[config.mk]
export PLATFORM = sky130hd
export DESIGN_NAME = writeback_arbiter_l7
export DESIGN_NICKNAME = d
export VERILOG_FILES = /design/src/rtl/writeback_arbiter_l7.sv
export SDC_FILE = /design/constraint.sdc
export NUM_CORES = 1
export LEC_CHECK = 0
export ABC_AREA = 1
export CAP_MARGIN = 20
export CORE_AREA = 2 2 142 144
export CTS_BUF_LIST = sky130_fd_sc_hd__clkbuf_8
export CTS_CLUSTER_SIZE = 14
export DETAILED_ROUTE_END_ITERATION = 16
export DIE_AREA = 0 0 144 146
export PLACE_DENSITY_LB_ADDON = 0.2
export SLEW_MARGIN = 20
export SYNTH_ARGS = -nofsm -noshare
export SYNTH_HDL_FRONTEND = slang
export SYNTH_SLANG_ARGS = --single-unit
[constraint.sdc]
create_clock -name clk -period 6 [get_ports clk]
set_input_delay 0.9 -clock clk [delete_from_list [all_inputs] [get_ports clk]]
set_output_delay 0.9 -clock clk [all_outputs]
set_load 0.02 [all_outputs]
[src/rtl/writeback_arbiter_l7.sv]
// Writeback arbiter for the L7 execute pipes.
//
// Collects completed X->W messages from p_num_pipes execute pipes (ALU, mul,
// load-store), grants at most one per cycle in round-robin order and parks it
// in a single output register. The buffered message is offered once to commit
// (ROB); in the cycle it transfers, the physical register file is written and
// the wakeup broadcast is taken from the same RF write strobe.
//
// Ports
//   clk, rst                 clock, synchronous active-high reset
//   x_val   [N]              per-pipe message valid
//   x_rdy   [N]              per-pipe accept, at most one bit high
//   x_pc / x_seq_num / x_waddr / x_preg / x_ppreg / x_wdata / x_wen
//                            per-pipe message fields, pipe i in slice i
//   c_val / c_rdy            commit handshake
//   c_pc / c_seq_num / c_waddr / c_preg / c_ppreg / c_wen
//                            buffered message fields toward commit
//   rf_wen / rf_waddr / rf_wdata
//                            physical register file write port

module writeback_arbiter_l7 #(
  parameter int unsigned p_num_pipes      = 3,
  parameter int unsigned p_seq_num_bits   = 5,
  parameter int unsigned p_phys_addr_bits = 6
) (
  input  logic                                    clk,
  input  logic                                    rst,

  // Execute side
  input  logic [p_num_pipes-1:0]                  x_val,
  output logic [p_num_pipes-1:0]                  x_rdy,
  input  logic [p_num_pipes*32-1:0]               x_pc,
  input  logic [p_num_pipes*p_seq_num_bits-1:0]   x_seq_num,
  input  logic [p_num_pipes*5-1:0]                x_waddr,
  input  logic [p_num_pipes*p_phys_addr_bits-1:0] x_preg,
  input  logic [p_num_pipes*p_phys_addr_bits-1:0] x_ppreg,
  input  logic [p_num_pipes*32-1:0]               x_wdata,
  input  logic [p_num_pipes-1:0]                  x_wen,

  // Commit side
  output logic                                    c_val,
  input  logic                                    c_rdy,
  output logic [31:0]                             c_pc,
  output logic [p_seq_num_bits-1:0]               c_seq_num,
  output logic [4:0]                              c_waddr,
  output logic [p_phys_addr_bits-1:0]             c_preg,
  output logic [p_phys_addr_bits-1:0]             c_ppreg,
  output logic                                    c_wen,

  // Physical register file write
  output logic                                    rf_wen,
  output logic [p_phys_addr_bits-1:0]             rf_waddr,
  output logic [31:0]                             rf_wdata
);

  localparam int unsigned N    = p_num_pipes;
  localparam int unsigned PtrW = (N > 1) ? $clog2(N) : 1;

  typedef struct packed {
    logic [31:0]                 pc;
    logic [p_seq_num_bits-1:0]   seq_num;
    logic [4:0]                  waddr;
    logic [p_phys_addr_bits-1:0] preg;
    logic [p_phys_addr_bits-1:0] ppreg;
    logic [31:0]                 wdata;
    logic                        wen;
  } wb_msg_t;

  // ---------------------------------------------------------------------------
  // Per-pipe message unpacking
  // ---------------------------------------------------------------------------
  wb_msg_t pipe_msg [N];

  for (genvar i = 0; i < N; i++) begin : g_unpack
    assign pipe_msg[i].pc      = x_pc[32*i +: 32];
    assign pipe_msg[i].seq_num = x_seq_num[p_seq_num_bits*i +: p_seq_num_bits];
    assign pipe_msg[i].waddr   = x_waddr[5*i +: 5];
    assign pipe_msg[i].preg    = x_preg[p_phys_addr_bits*i +: p_phys_addr_bits];
    assign pipe_msg[i].ppreg   = x_ppreg[p_phys_addr_bits*i +: p_phys_addr_bits];
    assign pipe_msg[i].wdata   = x_wdata[32*i +: 32];
    assign pipe_msg[i].wen     = x_wen[i];
  end

  // ---------------------------------------------------------------------------
  // State
  // ---------------------------------------------------------------------------
  logic            out_val_q, out_val_d;
  wb_msg_t         out_msg_q, out_msg_d;
  logic [PtrW-1:0] rr_ptr_q, rr_ptr_d;

  // ---------------------------------------------------------------------------
  // Round-robin grant search, starting at rr_ptr_q and wrapping modulo N
  // ---------------------------------------------------------------------------
  logic            grant_found;
  logic [PtrW-1:0] grant_idx;
  logic [PtrW-1:0] cand;

  always_comb begin
    grant_found = 1'b0;
    grant_idx   = '0;
    cand        = '0;
    for (int k = 0; k < int'(N); k++) begin
      // Modulo rather than bit-wrap so non-power-of-two pipe counts work.
      cand = PtrW'((int'(rr_ptr_q) + k) % int'(N));
      if (!grant_found && x_val[cand]) begin
        grant_found = 1'b1;
        grant_idx   = cand;
      end
    end
  end

  // ---------------------------------------------------------------------------
  // Transfer control
  // ---------------------------------------------------------------------------
  logic drain;
  logic free;
  logic accept;

  // Outputs to commit are squashed while reset is asserted so a buffered
  // message can never be committed or written in the reset cycle.
  assign drain  = out_val_q & c_rdy & ~rst;
  // The buffer can refill in the same cycle it drains.
  assign free   = ~out_val_q | c_rdy;
  assign accept = grant_found & free & ~rst;

  always_comb begin
    x_rdy = '0;
    if (accept) begin
      x_rdy[grant_idx] = 1'b1;
    end
  end

  always_comb begin
    out_val_d = out_val_q;
    out_msg_d = out_msg_q;
    rr_ptr_d  = rr_ptr_q;
    if (accept) begin
      out_val_d = 1'b1;
      out_msg_d = pipe_msg[grant_idx];
      rr_ptr_d  = (grant_idx == PtrW'(N - 1)) ? '0 : grant_idx + 1'b1;
    end else if (drain) begin
      out_val_d = 1'b0;
    end
  end

  always_ff @(posedge clk) begin
    if (rst) begin
      out_val_q <= 1'b0;
      rr_ptr_q  <= '0;
    end else begin
      out_val_q <= out_val_d;
      rr_ptr_q  <= rr_ptr_d;
    end
  end

  // Payload needs no reset: it is only observed while out_val_q is set.
  always_ff @(posedge clk) begin
    out_msg_q <= out_msg_d;
  end

  // ---------------------------------------------------------------------------
  // Commit and register-file outputs
  // ---------------------------------------------------------------------------
  assign c_val     = out_val_q & ~rst;
  assign c_pc      = out_msg_q.pc;
  assign c_seq_num = out_msg_q.seq_num;
  assign c_waddr   = out_msg_q.waddr;
  assign c_preg    = out_msg_q.preg;
  assign c_ppreg   = out_msg_q.ppreg;
  assign c_wen     = out_msg_q.wen;

  // Architectural r0 is hardwired; stores carry wen=0. Both still commit.
  assign rf_wen   = drain & out_msg_q.wen & (out_msg_q.waddr != 5'd0);
  assign rf_waddr = out_msg_q.preg;
  assign rf_wdata = out_msg_q.wdata;

  // ---------------------------------------------------------------------------
  // Protocol checks
  // ---------------------------------------------------------------------------
`ifndef SYNTHESIS
  a_x_rdy_onehot0 : assert property (@(posedge clk) $onehot0(x_rdy));

  a_commit_stable : assert property (@(posedge clk) disable iff (rst)
    (c_val && !c_rdy) |=> (c_val && $stable({c_pc, c_seq_num, c_waddr, c_preg,
                                              c_ppreg, c_wen, rf_wdata})));

  a_no_x_ctrl : assert property (@(posedge clk)
    !rst |-> !$isunknown({c_val, rf_wen}));
`endif

endmodule

==> results of run 1 <==
## power by group through the flow
stage / Combinational [uW] / Sequential (uW) / Clock (uW)
after floorplan: 1740 / 1830 / 0
after global placement: 3460 / 1400 / 0
after detailed placement: 3490 / 1410 / 0
after CTS: 3500 / 1400 / 485
after global routing: 3820 / 1430 / 506
final: 3450 / 1390 / 467
## metrics by stage
stage | power [uW] | instances | cell area [sq um]
final | 5310 | 1342 | 9720
after global routing | 5750 | 1342 | 9720
after CTS | 5390 | 1341 | 9710
after detailed placement | 4900 | 1326 | 9510
after global placement | 4860 | 1326 | 9510
after floorplan | 3560 | 739 | 5710
## synth_stat cells (all sizes together)
library cell and instances:
a21oi 3, a22oi 1, buf 28, clkbuf 23
dfxtp 3, edfxtp 87, ha 3, inv 104
nand2 288, nand3 93, nand3b 87, nand4 4
nor2 11, nor3 1, o21ai 3
## worst max-delay path: cells and delay by family
| kind | cells | cell delay (ns) |
|---|---|---|
| compound gates | 2 | 0.41 |
| buf+inv | 4 | 1.25 |
| simple gates | 4 | 0.85 |
## area by class of cell
class | count | area (sq um) | share of cell area
Inverter | 104 | 393 | 0.0404
Antenna cell | 1 | 2.50 | 0.000258
Timing Repair Buffer | 373 | 3710 | 0.382
Tap cell | 265 | 332 | 0.0341
Clock inverter | 6 | 82.6 | 0.00850
Sequential cell | 90 | 2670 | 0.275
Clock buffer | 9 | 124 | 0.0127
Multi-Input combinational cell | 494 | 2400 | 0.247
## cell usage in the layout, fill, tap and decap left out, types with 2 or more instances in the layout
cell,netlist,layout
buf_4,9,9
clkinv_2,0,4
nand2_1,285,285
clkdlybuf4s50_1,0,364
inv_1,98,97
bufinv_16,0,2
edfxtp_1,87,87
inv_2,6,5
nand3b_1,87,87
nand3_1,93,93
nand4_1,3,3
clkbuf_8,0,9
dfxtp_1,3,3
nor2_1,9,9
nand2_4,1,2
a21oi_1,2,2
o21ai_0,2,2
ha_1,3,3
## cell families (layout without fill, tap and decap cells)
family | after synthesis | count (layout) | share of synthesized area
DFF | 90 | 90 | 0.468
AOI/OAI and AO/OA | 7 | 7 | 0.00855
and+or+nand+nor | 484 | 484 | 0.404
other | 0 | 1 | 0
buffers and inverters | 155 | 492 | 0.113
adders and majority gates | 3 | 3 | 0.00657
## path summary, 6_finish.rpt
kind / start / to / slack [ns] / cells past startpoint
max: x_val[2] / x_rdy[0] / 1.67 / 10
min: rr_ptr_q[1] / rr_ptr_q[1] / 0.52 / 2
max reg2reg: rr_ptr_q[0] / c_ppreg[1] / 2.75 / 12
min reg2reg: rr_ptr_q[1] / rr_ptr_q[1] / 0.52 / 2
## sequential cells by signal (all words and copies together), names as in the netlist
register / flops
c_ppreg: 6
c_preg: 6
out_val_q: 1
c_pc: 32
c_waddr: 5
rf_wdata: 32
c_seq_num: 5
c_wen: 1
rr_ptr_q: 2
## layer usage
layer | part of all wire | track usage | vias up
li1 | - | - | 3020
met1 | 0.39 | 0.243 | 2695
met2 | 0.48 | 0.352 | 302
met3 | 0.10 | 0.0625 | 38
met4 | 0.027 | 0.0775 | 0
met5 | 0 | 0 | -
==> reports/qor.yml, run 1 <==
routing:
  drc: 0
  viasPerCell: 4.51
  drtPass1Iterations: 4
  wire_per_inst_um: 16.7
  via_count: 6055
  ant_nets: 0
  drtIter0Drc: 357
  routed_wl_mm: 22.4
cts:
  cts_tree: "built"
  post_cts_buffers: 0
  cts_buffers: 9
  post_cts_resized: 0
  cts_sinks: 90
  root_buffer: "clkbuf_8"
  clockBufferDepth: 2
  cts_hold_buf: 0
  clk_pin_slew_ns: 0.09
  clkLatencyLatePin_ns: 0.38
  h-tree-depth: 3
finish:
  finalNetCount: 1342
  areaGrowthSynthToFinish_pct: 70.2
  fillCellCount: 1892
  final_core_util: 0.503
  drive_gt1_frac: 0.0344
timing:
  max_freq_mhz: 231
  period_minus_slack_ns: 4.33
  setup_ws_ns: 1.67
  whs_ns: 0.518
  drv_slew: 0
  finalClockSkew_ns: 0.0134
  fin_crit_sh: 0.721
  setup_viol: 0
  tns_ns: 0
  relSlewSlack: 0.287
  rsz0062_at_grt: "false"
  worst_pin_slew_ns: 1.07
  hold_viol: 0
yosys:
  ys_seq_elements: 90
  post-synth-top-area-cell: "edfxtp_1"
  synthCells: 739
  synth_area_leaders: "edfxtp_1, nand2_1, nand3b_1"
  synth_fp_nets: 1009
  yosysWarnings: 0
  avgSynthCellArea_sq_um: 7.73
  yosysSeqAreaShare: 0.468
  ys_types: 26
  syn_area_sq_um: 5710
  synth_top_cell_area_share: 0.457
power:
  share_comb_of_total_power: 0.650
  vdd_drop_max_v: 0.000361
  switching_share: 0.465
  p_int_uw: 2840
  p_switching_uw: 2470
  seq_power_share: 0.262
  p_per_area_nw_per_um2: 546
  clkPwrFrac: 0.088
  p_leak_uw: 0.00417
global_route:
  gr-usage-all-layers: 0.207
  antenna_found_initial: 1
  grt_overflow: 0
  grt_max_degree: 88
  grt_pass1_wl_mm: 32.9
  grt_pass1_vias: 5922
worst_setup_path:
  cp_slowest_cell: "clkdlybuf4s50_1"
  critPathLaunchType: "input port"
  arrival_ns: 3.43
  cpPeakStageDelay_ns: 0.62
  path_class: "in2out"
  critical_path.max_fanout: 39
  crit_required_ns: 5.10
  cp_cell_sequence: "clkdlybuf4s50_1, inv_1, o21ai_1, nand2_2, a22oi_1, nand2_4, nor2_1, inv_1, nor2_1, clkdlybuf4s50_1"
  critPathCaptureType: "primary output"
die:
  dieHeight_um: 146
  num_rows: 51
  initial_core_util: 0.295
  core_area_sq_um: 19300
  ios: 365
  dieArea_sq_um: 21000
  die-width_um: 144
run_status:
  status: "completed"
place:
  dp_slack_ns: 1.64
  dp_hpwl_mm: 16.1
  io_buffers: 364
  place_congestion: 0.830
run:
  max-cap-violations: 0
hold_path:
  hold_class: "reg2reg"
Power figures use the tool's default switching activity.
==> run 2, diff against run 1 <==
--- a/config.mk
+++ b/config.mk
@@ -7,11 +7,11 @@
 export LEC_CHECK = 0
 export ABC_AREA = 1
 export CAP_MARGIN = 20
-export CORE_AREA = 2 2 142 144
+export CORE_AREA = 2 2 141 143
 export CTS_BUF_LIST = sky130_fd_sc_hd__clkbuf_8
 export CTS_CLUSTER_SIZE = 14
 export DETAILED_ROUTE_END_ITERATION = 16
-export DIE_AREA = 0 0 144 146
+export DIE_AREA = 0 0 143 145
 export PLACE_DENSITY_LB_ADDON = 0.2
 export SLEW_MARGIN = 20
 export SYNTH_ARGS = -nofsm -noshare
==> constraint.sdc (replaced) <==
create_clock -name clk -period 4.2 [get_ports clk]
set_input_delay 0.63 -clock clk [delete_from_list [all_inputs] [get_ports clk]]
set_output_delay 0.63 -clock clk [all_outputs]
set_load 0.02 [all_outputs]
==> run 2 against run 1 <==
Routed wire length shrank 2.5%. Critical path depth grew 2. Clock skew shrank 0.00085 ns. Final area grew 0.32%. Combinational power grew 42%. Worst hold slack lost 0.011 ns. Total power grew 43%. Worst setup slack lost 1.4 ns. Final cell count grew 0.15%. Global-route usage shrank 0.055 points. First-iteration DRC count shrank 4.5%. Utilization grew 0.50 points. Critical endpoint is now x_rdy[2]. Largest power group unchanged. Highest routed layer unchanged.
==> reports/qor.yml, run 2 (same netlist as run 1, synthesis figures left out) <==
cts:
  post_cts_resized: 0  # unchanged
  cts_buffers: 9  # unchanged
  cts_hold_buf: 0  # unchanged
  cts_tree: "built"
  post_cts_buffers: 0  # unchanged
  clkLatencyLatePin_ns: 0.37  # about the same
  h-tree-depth: 3  # unchanged
  clockBufferDepth: 2  # unchanged
  clk_pin_slew_ns: 0.10  # about the same
  cts_sinks: 90  # unchanged
  root_buffer: "clkbuf_8"
timing:
  fin_crit_sh: 0.927
  tns_ns: 0  # unchanged
  max_freq_mhz: 257
  finalClockSkew_ns: 0.0125  # -0.000846 ns
  hold_viol: 0  # unchanged
  period_minus_slack_ns: 3.89
  relSlewSlack: 0.302  # +0.0149
  setup_viol: 0  # unchanged
  rsz0062_at_grt: "false"
  worst_pin_slew_ns: 1.05  # -0.0224 ns
  drv_slew: 0  # unchanged
worst_setup_path:
  cp_num_buf_inv: 5  # +1
  cpMostUsedCell: "nand2_1"
  crit_required_ns: 3.57  # -1.53 ns
  cp.depth: 12  # +2
  cpPeakStageDelay_ns: 0.61  # about the same
  cp_cell_sequence: "inv_1, ha_1, inv_2, nand2_1, nand2_1, a21oi_4, nand4_1, nand2_4, buf_4, clkinv_2, nor2_1, clkdlybuf4s50_1"
  rr_endpoint: "rf_wdata[30]"
  critPathTopFamily: "buffers and inverters"
  reg2reg_from: "rr_ptr_q[0]"
  arrival_ns: 3.26  # -0.17 ns
  cp_slowest_cell: "clkdlybuf4s50_1"
  ff2ff_setup_slack_ns: 0.97  # -1.78 ns
  critPathLaunchType: "flop"
  critPathCaptureType: "primary output"
  path_class: "reg2out"
  critical_path.max_fanout: 45  # +15%
  reg2regPathDepth: 13  # +1
power:
  p_switching_uw: 3510  # +42%
  p_int_uw: 4070  # +43%
  switching_share: 0.463  # -0.00223
  p_leak_uw: 0.00418  # +0.30%
  p_per_area_nw_per_um2: 778  # +42%
  seq_power_share: 0.262  # about the same
  share_comb_of_total_power: 0.647  # -0.003
  vdd_drop_max_v: 0.000487  # +35%
  clkPwrFrac: 0.091  # +0.003
routing:
  routed_wl_mm: 21.9  # -2.5%
  drtPass1Iterations: 5  # +1
  via_count: 6046  # -0.15%
  drtIter0Drc: 341  # -4.5%
  ant_nets: 0  # unchanged
  drc: 0  # unchanged
  viasPerCell: 4.50  # -0.30%
  wire_per_inst_um: 16.3  # -2.7%
hold_path:
  hp-start: "rr_ptr_q[0]"
  hold_class: "reg2reg"
  worstHoldEndpoint: "rr_ptr_q[0]"
  hold_depth: 2  # unchanged
die:
  dieArea_sq_um: 20700  # -1.4%
  ios: 365  # unchanged
  initial_core_util: 0.297  # +0.00196
  num_rows: 51  # unchanged
  core_area_sq_um: 19200  # -0.66%
  die-width_um: 143  # -0.69%
  dieHeight_um: 145  # -0.68%
finish:
  finalNetCount: 1343  # +0.075%
  drive_gt1_frac: 0.0362  # +0.00179
  final_cell_mix: "clkdlybuf4s50_1, nand2_1, inv_1"
  areaGrowthSynthToFinish_pct: 70.7
  instances_no_fill: 1344  # +0.15%
  final_common_cell: "clkdlybuf4s50_1"
global_route:
  gr-usage-all-layers: 0.206  # -0.000553
  grt_pass1_wl_mm: 32.7  # -0.61%
  antenna_found_initial: 0  # -1
  grt_overflow: 0  # unchanged
  grt_max_degree: 88  # unchanged
  grt_pass1_vias: 6002  # +1.4%
place:
  dp_hpwl_mm: 15.6  # -3.0%
  dp_cells: 1327  # +0.075%
  place_congestion: 0.848  # +2.1%
  io_buffers: 364  # unchanged
run:
  max-cap-violations: 0  # unchanged
run_status:
  status: "completed"
[run 2: how the worst max path moves through the flow]
stage	endpoint	start
after floorplan	c_pc[0]	rr_ptr_q[0]
after global placement	x_rdy[2]	x_val[1]
after detailed placement	x_rdy[2]	x_val[1]
after CTS	x_rdy[2]	rr_ptr_q[0]
after global routing	x_rdy[2]	rr_ptr_q[0]
final	x_rdy[2]	rr_ptr_q[0]
[run 2: through the flow]
stage	setup WS [ns]	area (sq um)	hold slack (ns)	util	power [uW]
after floorplan	0.730	5710	0.457	-	5090
after global placement	0.555	9530	0.479	0.496	6910
after detailed placement	0.485	9530	0.489	0.496	6980
after CTS	0.290	9750	0.510	0.507	7690
after global routing	0.0858	9750	0.538	0.507	8180
final	0.308	9750	0.507	0.508	7580
[run 2: worst min-delay path, cell delays in order, from the launching register on]
cell and delay (ns):
dfxtp_1 0.35, nand2_1 0.07, a21oi_1 0.06
[run 2: power groups by stage]
| stage | Clock (uW) | Combinational (uW) | Sequential (uW) |
|---|---|---|---|
| floorplan | 0 | 2480 | 2610 |
| global placement | 0 | 4920 | 1990 |
| detailed placement | 0 | 4970 | 2010 |
| CTS | 710 | 4980 | 2000 |
| global route | 738 | 5420 | 2030 |
| finish | 692 | 4900 | 1990 |
[run 2: final cells by class]
cell class	instances	area [sq um]
repair buffers	374	3730
flip-flops and latches	90	2670
clock inverters	7	92.6
multi-input cells	494	2400
clock buffers	9	124
fillers	1861	9460
inverters	104	394
well taps	265	332
diodes	1	2.50
[run 2: routing by layer]
layer | track usage | vias up | part of all wire
met4 | 0.0757 | 0 | 0.026
met2 | 0.363 | 262 | 0.49
met1 | 0.232 | 2721 | 0.39
met5 | 0 | - | 0
li1 | - | 3028 | -
met3 | 0.0637 | 35 | 0.096
